===== config.mk =====
export PLATFORM = sky130hd
export DESIGN_NAME = intra8x8cc_loader
export DESIGN_NICKNAME = d
export VERILOG_FILES = /design/src/rtl/intra8x8cc_pkg.sv /design/src/rtl/intra8x8cc_bank_ram.sv /design/src/rtl/intra8x8cc_loader.sv
export SDC_FILE = /design/constraint.sdc
export NUM_CORES = 1
export LEC_CHECK = 0
export BUFFER_PORTS_ARGS = -buffer_cell sky130_fd_sc_hd__buf_4
export CAP_MARGIN = 10
export CORE_MARGIN = 8
export CORE_UTILIZATION = 55
export CTS_CLUSTER_DIAMETER = 100
export DETAILED_ROUTE_END_ITERATION = 16
export HOLD_SLACK_MARGIN = 0.08
export PLACE_DENSITY = 0.74
export SKIP_CTS_REPAIR_TIMING = 1
export SLEW_MARGIN = 0
export SYNTH_ARGS = -nofsm -noshare
export SYNTH_HDL_FRONTEND = slang
export SYNTH_SLANG_ARGS = --single-unit

===== constraint.sdc =====
create_clock -name CLK2 -period 2.85 [get_ports CLK2]
set_input_delay 0.57 -clock CLK2 [delete_from_list [all_inputs] [get_ports CLK2]]
set_output_delay 0.57 -clock CLK2 [all_outputs]
set_load 0.03 [all_outputs]

===== src/rtl/intra8x8cc_pkg.sv =====
// Shared constants and types for the intra8x8 chroma loader.
// Build option: define INTRA8X8CC_LOADER_DBUF_EN for two ping-pong banks;
// leave it undefined for a single bank.
package intra8x8cc_pkg;

    localparam int PIX_W          = 8;
    localparam int WORD_W         = 4 * PIX_W;
    localparam int WORDS_PER_COMP = 16;
    localparam int WORDS_PER_MB   = 2 * WORDS_PER_COMP;

`ifdef INTRA8X8CC_LOADER_DBUF_EN
    localparam int NUM_BANKS = 2;
`else
    localparam int NUM_BANKS = 1;
`endif

    localparam int RAM_DEPTH = NUM_BANKS * WORDS_PER_MB;
    localparam int RAM_AW    = $clog2(RAM_DEPTH);

    typedef enum logic {
        EMPTY = 1'b0,
        FULL  = 1'b1
    } bank_state_t;

    // Storage address of a word: bank bit above the {Cr/Cb, index} word
    // address. With a single bank the bank bit falls away in the cast.
    function automatic logic [RAM_AW-1:0] ram_addr(input logic bank,
                                                   input logic [4:0] word);
        return RAM_AW'({bank, word});
    endfunction

endpackage


===== src/rtl/intra8x8cc_bank_ram.sv =====
// Chroma word storage: one synchronous write port, one registered read port.
// Only the read register is reset; the array itself keeps its contents.
module intra8x8cc_bank_ram
    import intra8x8cc_pkg::*;
(
    input  logic              clk_i,
    input  logic              rst_i,
    input  logic              we_i,
    input  logic [RAM_AW-1:0] waddr_i,
    input  logic [WORD_W-1:0] wdata_i,
    input  logic [RAM_AW-1:0] raddr_i,
    output logic [WORD_W-1:0] rdata_o
);

    logic [WORD_W-1:0] mem_q [RAM_DEPTH];
    logic [WORD_W-1:0] rdata_q;

    // Write port: store an accepted word.
    // NOTE: the array has no reset so it maps onto block RAM; clearing it
    // would turn it into a flop bank and reset cannot touch it anyway.
    always_ff @(posedge clk_i) begin
        if (we_i) begin
            mem_q[waddr_i] <= wdata_i;
        end
    end

    // Read port: registered data, cleared by reset.
    // NOTE: sequential state uses <= so every register samples the values
    // from before the edge, independent of statement order.
    always_ff @(posedge clk_i) begin
        if (rst_i) begin
            rdata_q <= '0;
        end else begin
            rdata_q <= mem_q[raddr_i];
        end
    end

    assign rdata_o = rdata_q;

endmodule


===== src/rtl/intra8x8cc_loader.sv =====
// Intra8x8 chroma loader: collects 32 words (16 Cb then 16 Cr) per
// macroblock into a bank and hands complete banks to the consumer.
// Build option: INTRA8X8CC_LOADER_DBUF_EN selects ping-pong double buffering
// (load next macroblock while the current one is read); undefined gives one
// bank that blocks loading until the consumer releases it.
module intra8x8cc_loader
    import intra8x8cc_pkg::*;
(
    input  logic              CLK2,
    input  logic              NEWLINE,
    input  logic              STROBEI,
    input  logic [WORD_W-1:0] DATAI,
    output logic              READYI,
    output logic [4:0]        istate,
    output logic              bank_valid,
    input  logic              rd_crcb,
    input  logic [3:0]        rd_addr,
    output logic [WORD_W-1:0] rd_data,
    input  logic              rd_release,
    output logic              ovf
);

    logic [4:0]  istate_q, istate_d;
    logic        wr_ptr_q, wr_ptr_d;
    logic        rd_ptr_q, rd_ptr_d;
    logic        ovf_q, ovf_d;
    bank_state_t bank_q [2];
    bank_state_t bank_d [2];

    logic accept;
    logic release_ok;
    logic last_word;

    assign READYI     = (bank_q[wr_ptr_q] == EMPTY);
    assign bank_valid = (bank_q[rd_ptr_q] == FULL);
    assign accept     = STROBEI && READYI;
    assign release_ok = rd_release && bank_valid;
    assign last_word  = (istate_q == 5'd31);

    // Next-state: word counter, bank handshake, pointers and overflow flag.
    // NOTE: every variable gets its default first so no path leaves it
    // unassigned and no latch is inferred.
    always_comb begin
        istate_d = istate_q;
        wr_ptr_d = wr_ptr_q;
        rd_ptr_d = rd_ptr_q;
        ovf_d    = ovf_q;
        bank_d   = bank_q;

        if (accept) begin
            istate_d = istate_q + 5'd1;
            if (last_word) begin
                bank_d[wr_ptr_q] = FULL;
`ifdef INTRA8X8CC_LOADER_DBUF_EN
                wr_ptr_d = ~wr_ptr_q;
`else
                wr_ptr_d = 1'b0;
`endif
            end
        end

        // A strobe that finds no free bank is lost; remember it.
        if (STROBEI && !READYI) begin
            ovf_d = 1'b1;
        end

        // The write bank is EMPTY and the read bank FULL whenever both of
        // these fire, so they never target the same bank.
        if (release_ok) begin
            bank_d[rd_ptr_q] = EMPTY;
`ifdef INTRA8X8CC_LOADER_DBUF_EN
            rd_ptr_d = ~rd_ptr_q;
`else
            rd_ptr_d = 1'b0;
`endif
        end
    end

    // State registers; reset discards any partial bank but not its data.
    always_ff @(posedge CLK2) begin
        if (NEWLINE) begin
            istate_q  <= 5'd0;
            wr_ptr_q  <= 1'b0;
            rd_ptr_q  <= 1'b0;
            ovf_q     <= 1'b0;
            bank_q[0] <= EMPTY;
            bank_q[1] <= EMPTY;
        end else begin
            istate_q  <= istate_d;
            wr_ptr_q  <= wr_ptr_d;
            rd_ptr_q  <= rd_ptr_d;
            ovf_q     <= ovf_d;
            bank_q[0] <= bank_d[0];
            bank_q[1] <= bank_d[1];
        end
    end

    assign istate = istate_q;
    assign ovf    = ovf_q;

    intra8x8cc_bank_ram u_ram (
        .clk_i   (CLK2),
        .rst_i   (NEWLINE),
        .we_i    (accept),
        .waddr_i (ram_addr(wr_ptr_q, istate_q)),
        .wdata_i (DATAI),
        .raddr_i (ram_addr(rd_ptr_q, {rd_crcb, rd_addr})),
        .rdata_o (rd_data)
    );

endmodule

# Yosys cells after proc, flatten, opt, wreduce, memory -nomap -nowiden
# Memories as Yosys holds them, arrays and structs flattened. A register that Yosys moved wholly into a read port is not among the register bits.
# Cells that the tools add are included.
[word_totals]
ram_bits = 1024
input_bits = 41
wordCells = 19
output_inout_bits = 40
reg_bits = 8
n_memories = 1
[memory_table]
columns = ["memory", "words", "width", "read_ports", "rd_ports_with_merged_regs", "write_ports", "line", "rtl"]
rows = [
  ["u_ram.mem_q", 32, 32, 1, 1, 1, "intra8x8cc_bank_ram.sv:15", "logic [WORD_W-1:0] mem_q [RAM_DEPTH];"],
]
[op_classes]
reduce_logical = 6
n_mux = 5
n_addsub = 1
bitwise = 1
eq_ne = 1
[op_table]
columns = ["cell", "count"]
rows = [
  ["2-bit 2-to-1 mux", 3],
  ["5-bit by 1-bit adder with 5-bit output, second input constant", 1],
  ["5-bit equality test, second input constant", 1],
  ["2-bit nonzero test", 2],
  ["1-bit logical AND", 3],
  ["1-bit 2-to-1 mux", 2],
  ["2-bit AND reduction", 1],
  ["1-bit NOT", 1],
]

# Depth between registers and ports, before layout
[depth]
depth_word = 4
mapped_depth = 9

# Cells and area by module
# Synthesis repeated with hierarchy kept, for this count alone.
[hier_totals]
hier_cells = 1765
hier_area_um2 = 40142.2
[modules_own_cells]
columns = ["mod", "area_each_um2", "seq_area_each_um2", "n_inst", "cells_each"]
rows = [
  ["intra8x8cc_bank_ram", 39815.7, 31390.1, 1, 1734],
  ["intra8x8cc_loader", 326.6, 140.1, 1, 31],
]

# Least setup slack after synthesis
# Ideal clock, no wire load.
[synth_timing]
path_kind = "reg-to-reg"
startpoint = "register istate_q[4] (netlist: istate[4])"
endpoint = "memory u_ram.mem_q[16][0] (netlist name), enable pin"
synth_period_minus_slack_ns = 3.082
required_ns = 2.429
setup_time_ns = 0.421
arrival_time_ns = 2.661
slack_ns = -0.232
path_stages_with_launch = 4
n_path_buf = 1
cell_sequence = "dfxtp_1 -> clkbuf_1 -> or3b_2 -> nor2_1"
[synth_lines]
columns = ["element", "line", "rtl"]
rows = [
  ["from (decl)", "intra8x8cc_loader.sv:23", "logic [4:0] istate_q, istate_d;"],
  ["from (signal assigned)", "intra8x8cc_loader.sv:89", "istate_q <= istate_d;"],
  ["to (decl)", "intra8x8cc_bank_ram.sv:15", ""],
]
# Straight into the memory's write port.

# Final worst setup path
[layout_timing]
startpoint = "register istate_q[0] (netlist: istate[0])"
endpoint = "memory u_ram.mem_q[2][3] (netlist name), enable pin"
# Straight into the memory's write port.

==> results.toml <==
[clock_network]
cts_tree = "done"
cts_htree_levels = 3
cts.sinks = 1063
cts-buffers-inserted = 101
cts_root_buffer = "clkbuf_16"
clk_latency_ps = 670
clk_path_buf_depth = 3
path_clk_slew_ps = 60

[worst_setup_path]
cp-startpoint = "istate[0]"
crit_arrival_ps = 2460
critical_path_class = "reg2reg"
critPathRequiredTime_ps = 3170
rr_startpoint = "istate[0]"
cp_cell_sequence = "inv_1 -> ha_1 -> nand2_1 -> buf_4 -> nor2_4 -> buf_4"
cpMostUsedCell = "buf_4"
setup.worst_path.start_class = "flip-flop"
crit_fanout = 16
max_stage_delay_ps = 370
worstSetupEndpointType = "flip-flop"
critPathSlowestCell = "dfxtp_1"

[placement]
place_ws_ps = 347.0
detailed_place_hpwl_mm = 52.43
io_buffers = 80
place_area_mm2 = 0.04302
placed_cells = 2804
gp_congestion = 0.7995

[yosys]
synthArstFlopShare = 0
synth_compound_area_frac = 0.03373
synth.distinct_cells = 37
synthAdderAreaFrac = 0.001552
yosysWarningCount = 0
syn_nets = 1811
ys_seq_area_frac = 0.7820
avgSynthCellArea_um2 = 22.84
synth_largest_area_cell = "edfxtp_1"
synth_edf_count = 1024
synth_most_common_cell = "edfxtp_1"
synth_commonest_cells = "edfxtp_1 (1,024), mux4_2 (224), mux2i_1 (129)"
synth.area.mux_share = 0.1571
ys_ff_latch = 1063
synth_ff_type = "edfxtp_1"
synth_top_area_frac = 0.7626
netlist_area_mm2 = 0.04032
synth_xor_area_frac = 0.0006517
synthCells = 1765
synth_top_family_by_area = "multiplexers"
synthSimpleGateAreaFrac = 0.008192
ys_top_cells_by_area = "edfxtp_1 (76%), mux4_2 (13%), mux2i_1 (3.2%), dfxtp_1 (1.9%), a221oi_2 (0.97%)"

[timing]
setup_tns_ps = 0
max_freq_ghz = 0.4672
period_needed_ps = 2141
hold_ws_ps = 179.5
skew_ps = 29.83
slew_headroom = 0.1215
tightest_slew_ps = 1315
drv_slew = 0
finalCritPeriodShare = 0.7511
hold_viol = 0
timing.final.ws_setup_ps = 709.4
grt_setup_unrepaired = "false"
setup_viol = 0

[final_layout]
nFillCells = 4626
register_area_mm2 = 0.03153
design_area_mm2 = 0.04637
fin_cells = 2993
area_delta_synth_final_pct = 14.99
layout-drive-gt1-share = 0.3053
utilization = 0.6377
n_antenna_cell = 0
multi_input_area_mm2 = 0.008378
num-nets-final = 1994

[global_routing]
antenna_found_initial = 8
grt_use_total = 0.2315
grt_pass1_vias = 19901
overflow = 0
grt_max_degree = 49
grt_pass1_wl_mm = 138.1

[detailed_routing]
wl_met1_mm = 36.14
wl_mm = 95.65
ant_nets = 0
drt_iter0_markers = 2310
post_drt_wl_per_cell_um = 31.96
drt_first_pass_iters = 5
highest_layer = "met5"
dr_wl_met3_mm = 8.851
vias_per_cell = 6.519
wl_met2_mm = 47.29
route.detailed.drc = 0
vias = 19512

[pwr]
p_leak_nw = 15.00
power.density_mw_per_mm2 = 698.5
power_mw = 32.39
ir_worst_vdd_v = 0.0004405

[die]
row_count = 99
dieArea_mm2 = 0.08223
core_mm2 = 0.07271
die_w_um = 286.8
io_pins = 81
fp.dieH_um = 286.8
initial_core_util = 0.5545

[hold_path]
min_path_type = "in2reg"
hp-start = "STROBEI"

[outcome]
status = "completed"

[run]
drv_cap = 0
==> routing by layer <==
metal | global-route usage | vias up
met3 | 0.04840 | 209
met4 | 0.08225 | 12
li1 | - | 7904
met2 | 0.3803 | 1073
met5 | 0 | -
met1 | 0.3088 | 10314
==> flip-flops by register name, indices dropped and copies added, names as in the netlist <==
signal         count
bank_q             1
ovf                1
u_ram.rdata_o     32
u_ram.mem_q     1024
istate             5
==> report_power, final <==
part | switching [mW] | leakage, nW | total, mW | internal [mW]
sequential | 0.0615 | 9.55 | 17.3 | 17.2
combinational | 1.01 | 3.81 | 1.67 | 0.661
clock | 5.65 | 1.64 | 13.4 | 7.75
==> layout make-up <==
cell class              instances  share of cell area
clock buffers                 127             0.05840
well taps                     959             0.02588
multi-input cells             594              0.1807
inverters                       4           0.0003508
repair buffers                184             0.04091
flip-flops and latches       1063              0.6800
clock inverters                62             0.01374
==> worst paths after layout <==
kind / to / slack, ps / cells after the start
setup / recovery: u_ram.mem_q[2][3] / 710 / 6
hold / removal: ovf / 180 / 3
setup reg to reg: u_ram.mem_q[2][3] / 710 / 6
hold reg to reg: ovf / 480 / 2
==> layout by cell type, fill, tap and decap left out, types with 3 or more instances in the layout <==
cell        netlist  routed
buf_4            13     142
mux2i_1         129     129
nand3b_1          3       3
mux4_2          224     224
nor2_4            1      34
clkinv_1          0      21
a31oi_1          33      33
buf_12            3      40
ha_1              5       5
a221o_1          32      32
clkinvlp_4        0       3
nand2_1          14      14
nor2b_4           1       3
o21ai_1          26      26
clkbuf_1         37      20
edfxtp_1       1024    1024
a221oi_2         26      26
a22oi_1          32      32
clkbuf_8          0       4
bufinv_16         0      11
inv_1             4       3
clkbuf_16         0     103
o2111ai_1         4       4
dfxtp_1          39      39
nor2_1           46      13
clkinv_2          0      23
==> worst max-delay path, delay by kind of cell (launching register included) <==
kind          cells  cell delay [ps]
flops             1              370
simple gates      2              490
fa+ha+maj         1              160
buf+inv           3              780
==> logic make-up after synthesis <==
group,Yosys count
AOI/OAI and AO/OA,159
xor gates and xnor gates,3
adders and majority gates,5
buffers and inverters,108
DFF,1063
muxes,353
and+or+nand+nor,74
Note: power is estimated with default switching activity, not from simulation.
